## src/rtl/line_buffer_ctrl_pkg.sv

```systemverilog
// rtl/line_buffer_ctrl_pkg.sv - shared geometry, select-width helper and FSM encoding for the line buffer controller
//
// Purpose: constants and types shared by line_buffer_ctrl and its helpers.
//   DEF_IMG_W / DEF_IMG_H / DEF_NUM_BANKS : default frame geometry
//   sel_width(n)                          : bank select width for n banks (never below 1)
//   lb_state_e                            : 3-bit controller state encoding
//   cnt_width(n)                          : counter width able to hold 0..n-1 (never below 1)

package line_buffer_ctrl_pkg;

  localparam int DEF_IMG_W     = 512;
  localparam int DEF_IMG_H     = 512;
  localparam int DEF_NUM_BANKS = 4;

  typedef enum logic [2:0] {
    ST_IDLE    = 3'd0,
    ST_PREFILL = 3'd1,
    ST_STREAM  = 3'd2,
    ST_DRAIN   = 3'd3,
    ST_DONE    = 3'd4
  } lb_state_e;

  function automatic int sel_width(input int n);
    return (n > 1) ? $clog2(n) : 1;
  endfunction

  function automatic int cnt_width(input int n);
    return (n > 1) ? $clog2(n) : 1;
  endfunction

endpackage

```

## src/rtl/wrap_counter.sv

```systemverilog
// rtl/wrap_counter.sv - modulo-MOD up counter with enable, clear and terminal-count flag
//
// Purpose: counts 0..MOD-1 on each enabled cycle and wraps to 0.
// Ports:
//   CLK    in   clock, posedge
//   rst    in   synchronous active-high reset, clears count
//   clr    in   synchronous clear, same effect as rst, lower priority
//   en     in   advance by one this cycle
//   count  out  current value
//   tc     out  count is at its terminal value MOD-1 (independent of en)

module wrap_counter
  import line_buffer_ctrl_pkg::*;
#(
  parameter int MOD = 4,
  parameter int W   = cnt_width(MOD)
) (
  input  logic         CLK,
  input  logic         rst,
  input  logic         clr,
  input  logic         en,
  output logic [W-1:0] count,
  output logic         tc
);

  localparam logic [W-1:0] LAST = W'(MOD - 1);

  assign tc = (count == LAST);

  always_ff @(posedge CLK) begin
    if (rst || clr) begin
      count <= '0;
    end else if (en) begin
      count <= tc ? '0 : count + W'(1);
    end
  end

endmodule

```

## src/rtl/line_buffer_ctrl.sv

```systemverilog
// rtl/line_buffer_ctrl.sv - control FSM for a multi-bank BRAM line buffer feeding a K-row window
//
// Purpose: prefills K = NUM_BANKS-1 rows, then streams each accepted pixel into
// the next bank while reading the K-row column window from the others, then
// drains the final window row and pulses complete.
// Ports:
//   CLK            in   clock, posedge
//   rst            in   synchronous active-high reset
//   start          in   begin a frame (only honoured in IDLE)
//   abort          in   return to IDLE at the next edge, no completion
//   pix_valid      in   external memory presents a pixel
//   out_ready      in   window consumer accepts this cycle
//   e_mem_addr_en  out  advance external read address (same as wr_en)
//   wr_en          out  BRAM port A write enable
//   wr_bank        out  bank receiving the current row
//   wr_addr        out  write column
//   rd_en          out  BRAM port B read enable for all window banks
//   rd_bank_base   out  bank holding the oldest window row
//   rd_addr        out  read column
//   win_valid      out  window data valid on BRAM outputs (rd_en delayed one cycle)
//   stall          out  pixel available but downstream not ready
//   busy           out  not IDLE
//   complete       out  one-cycle frame-end pulse
//   row_cnt        out  current write row

module line_buffer_ctrl
  import line_buffer_ctrl_pkg::*;
#(
  parameter int IMG_W     = DEF_IMG_W,
  parameter int IMG_H     = DEF_IMG_H,
  parameter int NUM_BANKS = DEF_NUM_BANKS,
  parameter int AW        = $clog2(IMG_W),
  parameter int SW        = sel_width(NUM_BANKS),
  parameter int RW        = $clog2(IMG_H)
) (
  input  logic          CLK,
  input  logic          rst,
  input  logic          start,
  input  logic          abort,
  input  logic          pix_valid,
  input  logic          out_ready,
  output logic          e_mem_addr_en,
  output logic          wr_en,
  output logic [SW-1:0] wr_bank,
  output logic [AW-1:0] wr_addr,
  output logic          rd_en,
  output logic [SW-1:0] rd_bank_base,
  output logic [AW-1:0] rd_addr,
  output logic          win_valid,
  output logic          stall,
  output logic          busy,
  output logic          complete,
  output logic [RW-1:0] row_cnt
);

  localparam int K = NUM_BANKS - 1;
  localparam logic [RW-1:0] LAST_PREFILL_ROW = RW'(K - 1);

  lb_state_e state, state_nxt;

  logic [AW-1:0] wr_col, rd_col;
  logic [RW-1:0] wr_row;
  logic [SW-1:0] wr_bank_q, rd_bank_q;
  logic          wr_col_tc, rd_col_tc, wr_row_tc;
  logic          unused_wr_bank_tc, unused_rd_bank_tc;
  logic          cnt_clr;

  // Counters return to zero on abort and when leaving DONE so every frame
  // starts from bank 0 regardless of how many rows the previous frame had.
  assign cnt_clr = abort || (state == ST_DONE);

  // ---------------- state register ----------------
  always_ff @(posedge CLK) begin
    if (rst) begin
      state <= ST_IDLE;
    end else begin
      state <= state_nxt;
    end
  end

  // ---------------- next-state logic ----------------
  always_comb begin
    state_nxt = state;
    if (abort) begin
      state_nxt = ST_IDLE;
    end else begin
      case (state)
        ST_IDLE: begin
          if (start) state_nxt = ST_PREFILL;
        end
        ST_PREFILL: begin
          // last column of the last prefill row
          if (wr_en && wr_col_tc && (wr_row == LAST_PREFILL_ROW)) state_nxt = ST_STREAM;
        end
        ST_STREAM: begin
          if (wr_en && wr_col_tc && wr_row_tc) state_nxt = ST_DRAIN;
        end
        ST_DRAIN: begin
          if (rd_en && rd_col_tc) state_nxt = ST_DONE;
        end
        ST_DONE: begin
          state_nxt = ST_IDLE;
        end
        default: begin
          state_nxt = ST_IDLE;
        end
      endcase
    end
  end

  // ---------------- output decode ----------------
  always_comb begin
    wr_en    = 1'b0;
    rd_en    = 1'b0;
    stall    = 1'b0;
    complete = 1'b0;
    busy     = (state != ST_IDLE);
    case (state)
      ST_PREFILL: begin
        wr_en = pix_valid;
      end
      ST_STREAM: begin
        // write and read move in lockstep so the window column tracks the write column
        wr_en = pix_valid && out_ready;
        rd_en = pix_valid && out_ready;
        stall = pix_valid && !out_ready;
      end
      ST_DRAIN: begin
        rd_en = out_ready;
      end
      ST_DONE: begin
        complete = !abort;
      end
      default: begin
      end
    endcase
  end

  assign e_mem_addr_en = wr_en;

  // rd_en is dropped on abort so win_valid is never seen high in IDLE.
  always_ff @(posedge CLK) begin
    if (rst) begin
      win_valid <= 1'b0;
    end else begin
      win_valid <= rd_en && !abort;
    end
  end

  // ---------------- address / pointer counters ----------------
  wrap_counter #(.MOD(IMG_W), .W(AW)) u_wr_col (
    .CLK   (CLK),
    .rst   (rst),
    .clr   (cnt_clr),
    .en    (wr_en),
    .count (wr_col),
    .tc    (wr_col_tc)
  );

  wrap_counter #(.MOD(IMG_H), .W(RW)) u_wr_row (
    .CLK   (CLK),
    .rst   (rst),
    .clr   (cnt_clr),
    .en    (wr_en && wr_col_tc),
    .count (wr_row),
    .tc    (wr_row_tc)
  );

  wrap_counter #(.MOD(NUM_BANKS), .W(SW)) u_wr_bank (
    .CLK   (CLK),
    .rst   (rst),
    .clr   (cnt_clr),
    .en    (wr_en && wr_col_tc),
    .count (wr_bank_q),
    .tc    (unused_wr_bank_tc)
  );

  wrap_counter #(.MOD(IMG_W), .W(AW)) u_rd_col (
    .CLK   (CLK),
    .rst   (rst),
    .clr   (cnt_clr),
    .en    (rd_en),
    .count (rd_col),
    .tc    (rd_col_tc)
  );

  // The read base trails the write bank by K rows, so it never points at the
  // bank being written while streaming.
  wrap_counter #(.MOD(NUM_BANKS), .W(SW)) u_rd_bank (
    .CLK   (CLK),
    .rst   (rst),
    .clr   (cnt_clr),
    .en    (rd_en && rd_col_tc),
    .count (rd_bank_q),
    .tc    (unused_rd_bank_tc)
  );

  assign wr_addr      = wr_col;
  assign rd_addr      = rd_col;
  assign wr_bank      = wr_bank_q;
  assign rd_bank_base = rd_bank_q;
  assign row_cnt      = wr_row;

endmodule

```

## config.mk

```make
export PLATFORM = sky130hd
export DESIGN_NAME = line_buffer_ctrl
export DESIGN_NICKNAME = d
export VERILOG_FILES = /design/src/rtl/line_buffer_ctrl_pkg.sv /design/src/rtl/wrap_counter.sv /design/src/rtl/line_buffer_ctrl.sv
export SDC_FILE = /design/constraint.sdc
export NUM_CORES = 1
export LEC_CHECK = 0
export CAP_MARGIN = 40
export CORE_ASPECT_RATIO = 1.75
export CORE_MARGIN = 8
export CORE_UTILIZATION = 53
export DETAILED_ROUTE_END_ITERATION = 16
export PLACE_DENSITY_LB_ADDON = 0.2
export RECOVER_POWER = 100
export SYNTH_ARGS = -nofsm -noshare
export SYNTH_HDL_FRONTEND = slang
export SYNTH_SLANG_ARGS = --single-unit
```

## constraint.sdc

```tcl
create_clock -name CLK -period 3 [get_ports CLK]
set_input_delay 0.75 -clock CLK [delete_from_list [all_inputs] [get_ports CLK]]
set_output_delay 0.75 -clock CLK [all_outputs]
set_load 0.05 [all_outputs]
```

==> impl_metrics.ini <==
[setup_path]
cp-end-kind = primary output
cp.required_ns = 2.25
reg2reg_depth = 8
crit_start = pix_valid
ff2ff_setup_slack_ns = 0.46
path_cells = clkdlybuf4s50_1 -> and2b_1 -> o21ai_2 -> inv_1 -> buf_12
worst-path-buf-inv = 3
crit_path_max_fanout = 7
crit_family = buffers and inverters
r2r-end = u_wr_row.count[5]$_SDFFE_PP0P_
cp_slowest_cell = clkdlybuf4s50_1
slowest_delay_ns = 0.60
cp-start-kind = input port
cp_data_arrival_time_ns = 2.07
r2r-start = u_wr_col.count[0]$_SDFFE_PP0N_
critical_path_class = in -> out

[synth]
ys_ff_latch = 35
avgSynthCellArea_um2 = 9.00
synth_cell_types = 45
synth_area_um2 = 1920
yosys_warnings = 0
async_flop_share = 0
synth-main-ff-cell = dfxtp_1
synth_seq_area_share = 0.366
syn_nets = 228
netlist_instances = 213
synth_edf_count = 0

[placement]
dp.cells = 298
pre_cts_slack_ns = 0.173
portBuffers = 43
dp_hpwl_um = 3570
gp_congestion = 0.838

[clock_network]
postCtsSetupRepairBufs = 0
cts_buffers = 5
cts_tree = done
clock_path_buffers = 2
holdBufCountCts = 0
htree_num_levels = 2
clkLatencyLatePin_ns = 0.28
root_buffer = clkbuf_8
clk_pin_slew_ns = 0.07
clock-sinks = 35
cts_resized = 0

[final_layout]
regArea_um2 = 701
final_cell_count_no_fill = 306
nNetsFinal = 274
multiInputGateArea_um2 = 1120
drive_gt1_frac = 0.119
n_antenna_cell = 0
fin_util = 0.702
syn_to_final_growth_pct = 30.3
fill_cells = 315

[sta]
fin_crit_ns = 2.82
slew_viol_final = 0
fin_setup_tns_ns = 0
worst_clock_skew_ns = 0.00423
worst_hold_slack_ns = 0.475
clock.fmax_mhz = 354
slew_headroom = 0.339
hold_viol_final = 0
setup_viol_count_final = 0
timing.final.crit_share = 0.941
setup_ws_ns = 0.177
rsz0062_at_grt = false
worst_pin_slew_ns = 0.992

[routing]
wl_per_cell_um = 14.8
firstDrtPassIters = 4
drc = 0
ant_nets = 0
first_iter_violations = 30
num_vias = 1692
routed_wl_um = 4530
viasPerCell = 5.53

[global_route]
grt_pass1_vias = 1686
grt_max_degree = 15
antenna_found_initial = 0
overflow = 0
track_usage = 0.169
grt_pass1_wl_um = 7580

[floorplan]
core_area_um2 = 3560
ios = 44
dieArea_um2 = 5870
rows = 29
die_h_um = 95.6
start_util = 0.539
die_x_um = 61.5

[pwr]
vdd_ir_drop_max_mv = 0.405
power.leakage_nw = 0.950
power.density_nw_per_um2 = 364

[flow_run]
maxCapViolations = 0

[worst_hold_path]
hold_start = u_rd_bank.count[1]$_SDFFE_PP0P_
min-delay-path-class = reg -> reg
whs_path_depth = 2
hold-path-endpoint = u_rd_bank.count[1]$_SDFFE_PP0P_

[outcome]
status = finished clean
sequential cells by signal, indices dropped and copies added, names as in the netlist:
| register | flops |
|---|---|
| u_rd_col.count | 9 |
| u_wr_col.count | 9 |
| u_wr_row.count | 9 |
| state | 3 |
| u_rd_bank.count | 2 |
| u_wr_bank.count | 2 |
| win_valid | 1 |
cells in the final DEF, fill, tap and decap left out, types with 2 or more instances in the layout:
master / netlist / final
nor3_1: 3 / 3
buf_4: 4 / 3
or3_1: 2 / 2
a21oi_1: 10 / 11
buf_12: 0 / 4
a31o_2: 2 / 2
ha_1: 9 / 9
o211ai_1: 3 / 3
dfxtp_1: 35 / 35
nand3b_1: 1 / 2
mux2i_1: 5 / 5
o21ai_0: 3 / 3
dlygate4sd3_1: 0 / 33
a211oi_1: 2 / 2
nand4_1: 5 / 5
o31ai_1: 2 / 2
nand3_1: 13 / 14
nand2b_1: 3 / 3
or2_2: 2 / 2
nor2_1: 29 / 29
nand2_1: 17 / 17
clkdlybuf4s50_1: 0 / 5
clkbuf_8: 0 / 7
clkbuf_1: 2 / 3
inv_1: 8 / 8
and3b_1: 2 / 2
a2111oi_2: 5 / 5
nand3b_4: 2 / 2
xnor2_1: 16 / 16
nor4_1: 5 / 5
or4_1: 2 / 2
and4_1: 2 / 2
and2b_1: 2 / 2
power by group:
part	total (W)	switching [W]	leakage, nW	internal [W]
Clock	0.000372	0.000163	0.0515	0.000210
Combinational	0.0000672	0.0000411	0.617	0.0000260
Sequential	0.000470	0.00000381	0.282	0.000466
stage by stage:
step,instance area [µm²],power (W)
2_1_floorplan,1920,0.000526
3_3_place_gp,2440,0.000549
3_5_place_dp,2440,0.000550
4_1_cts,2540,0.000924
5_1_grt,2500,0.000946
6_report,2500,0.000910
Yosys cell counts, types with 3 or more instances:
library cell | instances | share of area
nand4_1 | 5 | 0.016
o21ai_0 | 3 | 0.0078
o211ai_1 | 3 | 0.012
dfxtp_1 | 35 | 0.37
nor2_1 | 29 | 0.057
buf_4 | 4 | 0.016
ha_1 | 9 | 0.059
a2111oi_2 | 5 | 0.039
inv_1 | 8 | 0.016
nand3_1 | 13 | 0.034
xnor2_1 | 16 | 0.073
a21oi_1 | 10 | 0.026
nand2_1 | 17 | 0.033
nor4_1 | 5 | 0.016
nor3_1 | 3 | 0.0078
nand2b_1 | 3 | 0.0098
mux2i_1 | 5 | 0.026
worst min-delay path, delay by kind of cell (launching register included):
family | cells | cell delay [ns]
AOI/OAI and AO/OA | 1 | 0.05
and+or+nand+nor | 1 | 0.05
DFF | 1 | 0.32
final cells by class:
type / count / share of cell area
inverters: 8 / 0.0120
repair buffers: 47 / 0.196
flip-flops and latches: 35 / 0.281
multi-input cells: 162 / 0.448
well taps: 46 / 0.0230
clock buffers: 8 / 0.0401
worst max-delay path by stage:
| stage | to | cells past startpoint |
|---|---|---|
| finish | e_mem_addr_en | 5 |
| detailed placement | e_mem_addr_en | 5 |
| CTS | e_mem_addr_en | 5 |
| global placement | e_mem_addr_en | 5 |
| global route | rd_en | 5 |
| floorplan | wr_en | 5 |
logic make-up after synthesis:
| group | after synthesis | synth area share |
|---|---|---|
| mux | 5 | 0.0261 |
| buf+inv | 16 | 0.0437 |
| simple gates | 97 | 0.277 |
| xor+xnor | 17 | 0.0777 |
| fa+ha+maj | 9 | 0.0587 |
| flops | 35 | 0.366 |
| compound gates | 34 | 0.151 |
routing by layer:
metal	vias to the layer above	track usage	share of wire
met4	0	0.0860	0.032
met2	39	0.315	0.54
met5	-	0	0
met3	14	0.0392	0.045
met1	786	0.163	0.38
li1	853	-	-
Power figures use the tool's default switching activity.
